## config.mk

```make
export PLATFORM = sky130hd
export DESIGN_NAME = bp_update_sched_flat
export DESIGN_NICKNAME = d
export VERILOG_FILES = /design/src/rtl/bp_pkg.sv /design/src/rtl/bp_update_sched_if.sv /design/src/rtl/bp_upd_fifo.sv /design/src/rtl/bp_update_sched.sv /design/src/flat_wrapper.sv
export SDC_FILE = /design/constraint.sdc
export NUM_CORES = 1
export LEC_CHECK = 0
export BUFFER_PORTS_ARGS = -buffer_cell sky130_fd_sc_hd__buf_4
export CORE_MARGIN = 1.5
export CORE_UTILIZATION = 51
export CTS_CLUSTER_DIAMETER = 150
export DETAILED_ROUTE_END_ITERATION = 10
export PLACE_DENSITY_LB_ADDON = 0.15
export SLEW_MARGIN = 20
export SYNTH_ARGS = -nofsm -noshare
export SYNTH_HDL_FRONTEND = slang
export SYNTH_SLANG_ARGS = --single-unit
export TNS_END_PERCENT = 5
```

## constraint.sdc

```tcl
create_clock -name clk -period 4.61 [get_ports clk]
set_clock_uncertainty 0.1 [all_clocks]
set_input_delay 0.461 -clock clk [delete_from_list [all_inputs] [get_ports clk]]
set_output_delay 0.461 -clock clk [all_outputs]
set_load 0.02 [all_outputs]
```

## src/rtl/bp_pkg.sv

```systemverilog
// Shared widths, counter encodings and bundle types for the
// branch-predictor update scheduler.
package bp_pkg;

    localparam int ADDR_CUT_LEN = 8;
    localparam int PATTERN_LEN  = 2;
    localparam int BHT_IDX_W    = ADDR_CUT_LEN + PATTERN_LEN;
    localparam int QUEUE_DEPTH  = 8;
    localparam int PHT_ENTRIES  = 1 << ADDR_CUT_LEN;

    localparam logic [1:0] CNT_SN   = 2'b00;
    localparam logic [1:0] CNT_WN   = 2'b01;
    localparam logic [1:0] CNT_WT   = 2'b10;
    localparam logic [1:0] CNT_ST   = 2'b11;
    localparam logic [1:0] BHT_INIT = CNT_WT;

    typedef logic [ADDR_CUT_LEN-1:0] cut_t;
    typedef logic [PATTERN_LEN-1:0]  pat_t;

    typedef struct packed {
        cut_t cut;
        logic taken;
    } upd_t;

    typedef struct packed {
        logic valid;
        cut_t cut;
        pat_t pattern;
        logic taken;
    } e2_t;

    typedef enum logic {
        S_INIT,
        S_RUN
    } state_e;

    function automatic logic [1:0] sat_update(
        input logic [1:0] cnt,
        input logic       taken
    );
        logic [1:0] r;
        if (taken) r = (cnt == CNT_ST) ? CNT_ST : cnt + 2'd1;
        else       r = (cnt == CNT_SN) ? CNT_SN : cnt - 2'd1;
        return r;
    endfunction

    function automatic cut_t pc_cut(input logic [31:0] pc);
        return pc[ADDR_CUT_LEN+1:2];
    endfunction

endpackage

```

## src/rtl/bp_update_sched_if.sv

```systemverilog
// Two-slot commit handshake between the ROB and the
// predictor update scheduler.
interface bp_update_sched_if;

    logic        upd0_valid_in;
    logic [31:0] upd0_pc_in;
    logic        upd0_taken_in;
    logic        upd1_valid_in;
    logic [31:0] upd1_pc_in;
    logic        upd1_taken_in;
    logic        upd_ready_out;

    modport master (
        output upd0_valid_in,
        output upd0_pc_in,
        output upd0_taken_in,
        output upd1_valid_in,
        output upd1_pc_in,
        output upd1_taken_in,
        input  upd_ready_out
    );

    modport slave (
        input  upd0_valid_in,
        input  upd0_pc_in,
        input  upd0_taken_in,
        input  upd1_valid_in,
        input  upd1_pc_in,
        input  upd1_taken_in,
        output upd_ready_out
    );

endinterface

```

## src/rtl/bp_upd_fifo.sv

```systemverilog
// Two-push / one-pop update FIFO; slot 0 lands ahead of slot 1.
// Power-of-two depth so pointers wrap naturally.
module bp_upd_fifo
    import bp_pkg::*;
#(
    parameter  int DEPTH = QUEUE_DEPTH,
    localparam int PW    = $clog2(DEPTH),
    localparam int CW    = PW + 1
) (
    input  logic          clk,
    input  logic          rst_n,
    input  logic          push0_i,
    input  upd_t          data0_i,
    input  logic          push1_i,
    input  upd_t          data1_i,
    input  logic          pop_i,
    output upd_t          head_o,
    output logic [CW-1:0] count_o
);

    logic [PW-1:0] wptr_q, wptr_d;
    logic [PW-1:0] rptr_q, rptr_d;
    logic [PW-1:0] widx1;
    logic [CW-1:0] cnt_q, cnt_d;
    upd_t          mem_q [DEPTH];

    always_comb begin
        widx1  = wptr_q + PW'(push0_i);
        wptr_d = widx1 + PW'(push1_i);
        rptr_d = rptr_q + PW'(pop_i);
        cnt_d  = cnt_q + CW'(push0_i) + CW'(push1_i)
               - CW'(pop_i);
    end

    always_ff @(posedge clk or negedge rst_n) begin
        if (!rst_n) begin
            wptr_q <= '0;
            rptr_q <= '0;
            cnt_q  <= '0;
        end else begin
            wptr_q <= wptr_d;
            rptr_q <= rptr_d;
            cnt_q  <= cnt_d;
        end
    end

    always_ff @(posedge clk) begin
        if (push0_i) mem_q[wptr_q] <= data0_i;
        if (push1_i) mem_q[widx1]  <= data1_i;
    end

    assign head_o  = mem_q[rptr_q];
    assign count_o = cnt_q;

endmodule

```

## src/rtl/bp_update_sched.sv

```systemverilog
// Sweeps the PHT/BHT after reset, then retires committed branch
// outcomes through a 2-stage read-modify-write pipeline.
module bp_update_sched
    import bp_pkg::*;
(
    input  logic                    clk,
    input  logic                    rst_n,
    bp_update_sched_if.slave        upd_if,
    output logic                    init_busy_out,
    output logic [ADDR_CUT_LEN-1:0] pht_raddr_out,
    input  logic [1:0]              pht_rdata_in,
    output logic                    pht_we_out,
    output logic [ADDR_CUT_LEN-1:0] pht_waddr_out,
    output logic [1:0]              pht_wdata_out,
    output logic [BHT_IDX_W-1:0]    bht_raddr_out,
    input  logic [1:0]              bht_rdata_in,
    output logic                    bht_we_out,
    output logic [BHT_IDX_W-1:0]    bht_waddr_out,
    output logic [1:0]              bht_wdata_out
);

    localparam int CW = $clog2(QUEUE_DEPTH) + 1;

    state_e                state_q;
    logic [BHT_IDX_W-1:0]  idx_q;
    logic [CW-1:0]         fifo_cnt;
    upd_t                  fifo_head;
    upd_t                  e1_q;
    logic                  e1_valid_q;
    e2_t                   e2_q, e2_d;
    logic                  ready, push0, push1, pop;
    logic [BHT_IDX_W-1:0]  e2_idx;

    assign ready = (state_q == S_RUN)
                && (fifo_cnt <= CW'(QUEUE_DEPTH - 2));
    assign push0 = ready && upd_if.upd0_valid_in;
    assign push1 = ready && upd_if.upd1_valid_in;
    assign pop   = (fifo_cnt != '0);

    bp_upd_fifo #(
        .DEPTH (QUEUE_DEPTH)
    ) u_fifo (
        .clk     (clk),
        .rst_n   (rst_n),
        .push0_i (push0),
        .data0_i ('{cut: pc_cut(upd_if.upd0_pc_in),
                    taken: upd_if.upd0_taken_in}),
        .push1_i (push1),
        .data1_i ('{cut: pc_cut(upd_if.upd1_pc_in),
                    taken: upd_if.upd1_taken_in}),
        .pop_i   (pop),
        .head_o  (fifo_head),
        .count_o (fifo_cnt)
    );

    // E2 writes this cut's history at the edge, so E1 must see it now.
    always_comb begin
        e2_d         = '0;
        e2_d.valid   = e1_valid_q;
        e2_d.cut     = e1_q.cut;
        e2_d.taken   = e1_q.taken;
        e2_d.pattern = pht_rdata_in;
        if (e2_q.valid && (e2_q.cut == e1_q.cut))
            e2_d.pattern = {e2_q.pattern[PATTERN_LEN-2:0],
                            e2_q.taken};
    end

    always_ff @(posedge clk or negedge rst_n) begin
        if (!rst_n) begin
            state_q    <= S_INIT;
            idx_q      <= '0;
            e1_valid_q <= 1'b0;
            e1_q       <= '0;
            e2_q       <= '0;
        end else begin
            unique case (state_q)
                S_INIT: begin
                    idx_q <= idx_q + 1'b1;
                    if (idx_q == '1) state_q <= S_RUN;
                end
                S_RUN: ;
            endcase
            e1_valid_q <= pop;
            if (pop) e1_q <= fifo_head;
            e2_q <= e2_d;
        end
    end

    assign e2_idx = {e2_q.cut, e2_q.pattern};

    // Write enables are gated by rst_n so nothing lands while held.
    always_comb begin
        init_busy_out        = (state_q == S_INIT);
        upd_if.upd_ready_out = ready;
        pht_raddr_out        = e1_q.cut;
        bht_raddr_out        = e2_idx;
        bht_we_out           = rst_n && e2_q.valid;
        bht_waddr_out        = e2_idx;
        bht_wdata_out        = sat_update(bht_rdata_in,
                                          e2_q.taken);
        pht_we_out           = rst_n && e2_q.valid;
        pht_waddr_out        = e2_q.cut;
        pht_wdata_out        = {e2_q.pattern[PATTERN_LEN-2:0],
                                e2_q.taken};
        if (state_q == S_INIT) begin
            bht_we_out    = rst_n;
            bht_waddr_out = idx_q;
            bht_wdata_out = BHT_INIT;
            pht_we_out    = rst_n
                         && (idx_q < BHT_IDX_W'(PHT_ENTRIES));
            pht_waddr_out = idx_q[ADDR_CUT_LEN-1:0];
            pht_wdata_out = '0;
        end
    end

endmodule

```

## src/flat_wrapper.sv

```systemverilog
// flat-port wrapper written by rule: the top's interface ports become plain ports
module bp_update_sched_flat import bp_pkg::*;
  (clk, rst_n, init_busy_out, pht_raddr_out, pht_rdata_in, pht_we_out, pht_waddr_out, pht_wdata_out, bht_raddr_out, bht_rdata_in, bht_we_out, bht_waddr_out, bht_wdata_out, upd_if_upd0_valid_in, upd_if_upd0_pc_in, upd_if_upd0_taken_in, upd_if_upd1_valid_in, upd_if_upd1_pc_in, upd_if_upd1_taken_in, upd_if_upd_ready_out);
  bp_update_sched_if upd_if_i ();
  input  logic clk;
  input  logic rst_n;
  output logic init_busy_out;
  output logic [ADDR_CUT_LEN-1:0] pht_raddr_out;
  input  logic [1:0] pht_rdata_in;
  output logic pht_we_out;
  output logic [ADDR_CUT_LEN-1:0] pht_waddr_out;
  output logic [1:0] pht_wdata_out;
  output logic [BHT_IDX_W-1:0] bht_raddr_out;
  input  logic [1:0] bht_rdata_in;
  output logic bht_we_out;
  output logic [BHT_IDX_W-1:0] bht_waddr_out;
  output logic [1:0] bht_wdata_out;
  input wire logic [$bits(upd_if_i.upd0_valid_in)-1:0] upd_if_upd0_valid_in;
  input wire logic [$bits(upd_if_i.upd0_pc_in)-1:0] upd_if_upd0_pc_in;
  input wire logic [$bits(upd_if_i.upd0_taken_in)-1:0] upd_if_upd0_taken_in;
  input wire logic [$bits(upd_if_i.upd1_valid_in)-1:0] upd_if_upd1_valid_in;
  input wire logic [$bits(upd_if_i.upd1_pc_in)-1:0] upd_if_upd1_pc_in;
  input wire logic [$bits(upd_if_i.upd1_taken_in)-1:0] upd_if_upd1_taken_in;
  output wire logic [$bits(upd_if_i.upd_ready_out)-1:0] upd_if_upd_ready_out;
  assign upd_if_i.upd0_valid_in = upd_if_upd0_valid_in;
  assign upd_if_i.upd0_pc_in = upd_if_upd0_pc_in;
  assign upd_if_i.upd0_taken_in = upd_if_upd0_taken_in;
  assign upd_if_i.upd1_valid_in = upd_if_upd1_valid_in;
  assign upd_if_i.upd1_pc_in = upd_if_upd1_pc_in;
  assign upd_if_i.upd1_taken_in = upd_if_upd1_taken_in;
  assign upd_if_upd_ready_out = upd_if_i.upd_ready_out;
  bp_update_sched u_core (.clk(clk), .rst_n(rst_n), .upd_if(upd_if_i), .init_busy_out(init_busy_out), .pht_raddr_out(pht_raddr_out), .pht_rdata_in(pht_rdata_in), .pht_we_out(pht_we_out), .pht_waddr_out(pht_waddr_out), .pht_wdata_out(pht_wdata_out), .bht_raddr_out(bht_raddr_out), .bht_rdata_in(bht_rdata_in), .bht_we_out(bht_we_out), .bht_waddr_out(bht_waddr_out), .bht_wdata_out(bht_wdata_out));
endmodule
```

==> out/summary.log <==
[outcome] status complete, no violations
[worst_setup_path] required time at the worst-slack endpoint 4.56 ns
[global_routing] global-route congestion overflow total 0
[logic_synthesis] fraction of synthesized cell area taken by the top area cell type 36.2%
[timing] max-slew violations 0
[hold_path] classification of the worst-slack hold path in -> reg
[routing] final wirelength 13500 um
[routing] WL per Instance 19.4 um
[worst_setup_path] crit path max fanout 10
[routing] number of iterations in the first detailed-routing pass 5
[power] Power per Cell Area 330 nW/um^2
[power] worst vdd rail ir drop 0.202 mV
[timing] remaining max-slew budget at the tightest pin 35.3%
[worst_setup_path] endpoint type of the worst setup path flop
[timing] setup repair after global routing missed its margin false
[layout] Final Net Count 623
[logic_synthesis] post-synthesis instance area 5970 sq um
[worst_setup_path] Worst Setup Start Kind flop
[routing] number of routed nets with antenna violations 0
[placed_design] Placed Cells 659
[worst_setup_path] worst setup path class reg -> reg
[layout] Layout Area Growth over Synthesis 19.0%
[worst_setup_path] arrival time of the worst setup path 3.94 ns
[routing] total via count after detailed routing 3849
[logic_synthesis] cell type contributing the most total cell area after synthesis edfxtp_1
[cts] clock transition at the registers of the reported paths 0.05 ns
[cts] total number of clock tree sinks 115
[die] die boundary height 111 um
[logic_synthesis] Mapped Cells 466
[die] Core Region 11400 sq um
[logic_synthesis] count of flip-flops with a built-in enable after synthesis 72
[global_routing] via count of the first global-routing pass 3995
[die] number of standard-cell rows in the floorplan 39
[global_routing] first-pass GRT wire length 21400 um
[timing] shortest period the worst path allows 3.99 ns
[logic_synthesis] dominant synthesized flop cell edfxtp_1
[cts] Bufs on Longest Clock Path 2
[cts] Root Buffer Master clkbuf_16
[global_routing] number of antenna violations at the first check in global routing 0
[layout] share of cells above drive strength 1 35.5%
[logic_synthesis] most used standard cells in the synthesized netlist 75 x mux2_2, 72 x edfxtp_1, 43 x dfrtp_1, 42 x nand2_1, 36 x mux2i_1
[routing] detail-routed via count per cell 5.56
[worst_setup_path] maximum cell stage delay along the critical path 0.45 ns
[layout] Inserted Diodes 0
[die] num ports 118
[logic_synthesis] number of register bits inferred by synthesis 115
[routing] drt first-iter violations 256
[timing] number of hold violations in the final report 0
[flow_run] maxcap violations 0
[timing] period utilisation layout 86.5%
[timing] maximum clock frequency 0.251 GHz
[placed_design] count of input and output buffers 69
[global_routing] pin count of the biggest net entering global routing 46
[worst_setup_path] internal reg-to-reg setup slack 0.62 ns
[timing] final setup violation count 0
[layout] fin util 62.3%
[worst_setup_path] cell-by-cell trace of the critical path inv_1, ha_1, and3b_1, o21ai_4, inv_1, nand2_1, inv_1, ha_1, ha_1, xor2_2, nand3_1, nor2_4, a21o_1
[logic_synthesis] leading cell types by total area after synthesis edfxtp_1 36%, dfrtp_1 18%, mux2_2 14%
[placed_design] setup slack at placement 0.600 ns
[worst_setup_path] critical path's slowest cell a21o_1
[power] Lkg Pwr 2.78 nW
[logic_synthesis] count of different cell masters after synthesis 40
[placed_design] placer congestion estimate 0.914
[global_routing] GRT Util Overall 22.9%
[die] die width 111 um
[timing] minimum hold slack 0.196 ns
[cts] later-pin clock latency in the skew report 0.42 ns
[die] effective utilization at floorplan 52.3%
[logic_synthesis] async set-reset flop share out of synthesis 37.4%
[timing] Total Neg Setup Slack 0 ns
[cts] clock tree from TritonCTS yes
[logic_synthesis] synthesized net count 553
[logic_synthesis] sequential element share of the synthesized area 54.2%
[cts] htree depth 4
[timing] Tightest Pin Transition 0.968 ns
[placed_design] detailed-placement wirelength estimate 8890 um
[routing] DR DRC count 0
[logic_synthesis] number of warning messages in the yosys log 0
[logic_synthesis] post-synthesis area per instance 12.8 sq um
[logic_synthesis] top-count cell post-synth mux2_2
[cts] post-cts gate resize count 0
[layout] filler-free cell count of the finished design 692
[die] area enclosed by the die boundary 12400 sq um
[timing] final setup margin 0.622 ns
[cts] number of buffers created by CTS 17
-- repair_timing --
action                                 CTS  global route
hold buffers                             1             0
setup endpoints to repair                0             0
endpoints found under the hold margin   43             0
setup buffers                            0             0
-- layout by cell type, fill, tap and decap left out, types with 4 or more instances in the layout --
cell type  instances
clkinv_2           5
buf_4             80
a21o_1             4
inv_1             25
nor2_1            10
ha_1              11
xor2_1             5
a22oi_1           18
mux2_2            75
dfrtp_1           42
nand2b_1           4
xnor2_1           16
nand3_1           18
mux2i_1           36
a21oi_1            5
edfxtp_1          72
clkbuf_16         17
o21ai_0           14
and2_1             4
nor3_2             4
nand2_1           42
-- sequential cells by signal, indices dropped and copies added, names as in the netlist --
signal / flops
u_core.u_fifo.mem_q: 72
u_core.bht_raddr_out: 10
u_core.idx_q: 10
u_core.pht_raddr_out: 8
u_core.u_fifo.count_o: 4
u_core.u_fifo.rptr_q: 3
u_core.u_fifo.wptr_q: 3
u_core.e2_q: 2
u_core.e1_q: 1
u_core.e1_valid_q: 1
u_core.state_q: 1
-- final cells by class --
type                    instances  area [sq um]
fillers                       911          4310
flip-flops and latches        115          3240
multi-input cells             296          2450
repair buffers                 81           611
clock buffers                  20           437
well taps                     143           179
inverters                      25          93.8
clock inverters                12          91.3
-- metrics by stage --
step	area (sq um)	power, mW
2_1_floorplan	5970	1.15
3_5_place_dp	6570	1.20
3_3_place_gp	6570	1.19
4_1_cts	7110	2.37
6_report	7110	2.34
5_1_grt	7110	2.42
-- final timing paths --
kind | startpoint | endpoint | cells past startpoint
max | u_core.u_fifo.count_o[3] | u_core.u_fifo.mem_q[4][1] | 13
min | pht_rdata_in[1] | u_core.bht_raddr_out[1] | 2
max reg2reg | u_core.u_fifo.count_o[3] | u_core.u_fifo.mem_q[4][1] | 13
min reg2reg | u_core.e1_valid_q | u_core.e2_q[11] | 0
max in group asynchronous | rst_n | u_core.u_fifo.rptr_q[1] | 2
min in group asynchronous | rst_n | u_core.idx_q[6] | 2
-- where the power goes --
part	internal, mW	leakage [nW]	total (mW)	switching, mW
clock	0.728	0.260	1.16	0.437
combinational	0.0413	1.34	0.0791	0.0377
sequential	1.10	1.17	1.10	0.000537
total	1.87	2.78	2.34	0.475
-- cell families (layout without fill, tap and decap cells) --
| logic type | count (synthesis) | in the layout | share of synthesized area [%] |
|---|---|---|---|
| AO/OA/AOI/OAI | 48 | 48 | 5.47 |
| adder cells (fa/ha/maj) | 13 | 13 | 2.97 |
| AND/OR/NAND/NOR | 101 | 101 | 8.86 |
| XOR/XNOR | 23 | 23 | 3.62 |
| buffers and inverters | 55 | 138 | 4.69 |
| flip-flops | 115 | 115 | 54.2 |
| multiplexers | 111 | 111 | 20.2 |
-- critical path: cells and delay by family, from the launching register on --
kind / cells / cell delay, ns
simple gates: 4 / 0.89
compound gates: 2 / 0.87
fa+ha+maj: 3 / 0.65
xor+xnor: 1 / 0.39
buf+inv: 3 / 0.37
flops: 1 / 0.34
-- layer usage --
layer  GRT usage [%]  routed length (um)  up-vias
li1                -                   -     1824
met1            28.5                5840     1879
met2            38.7                6610      123
met3            4.59                 657       23
met4            10.4                 342        0
met5               0                   0        -
(Power assumes the default switching activity.)
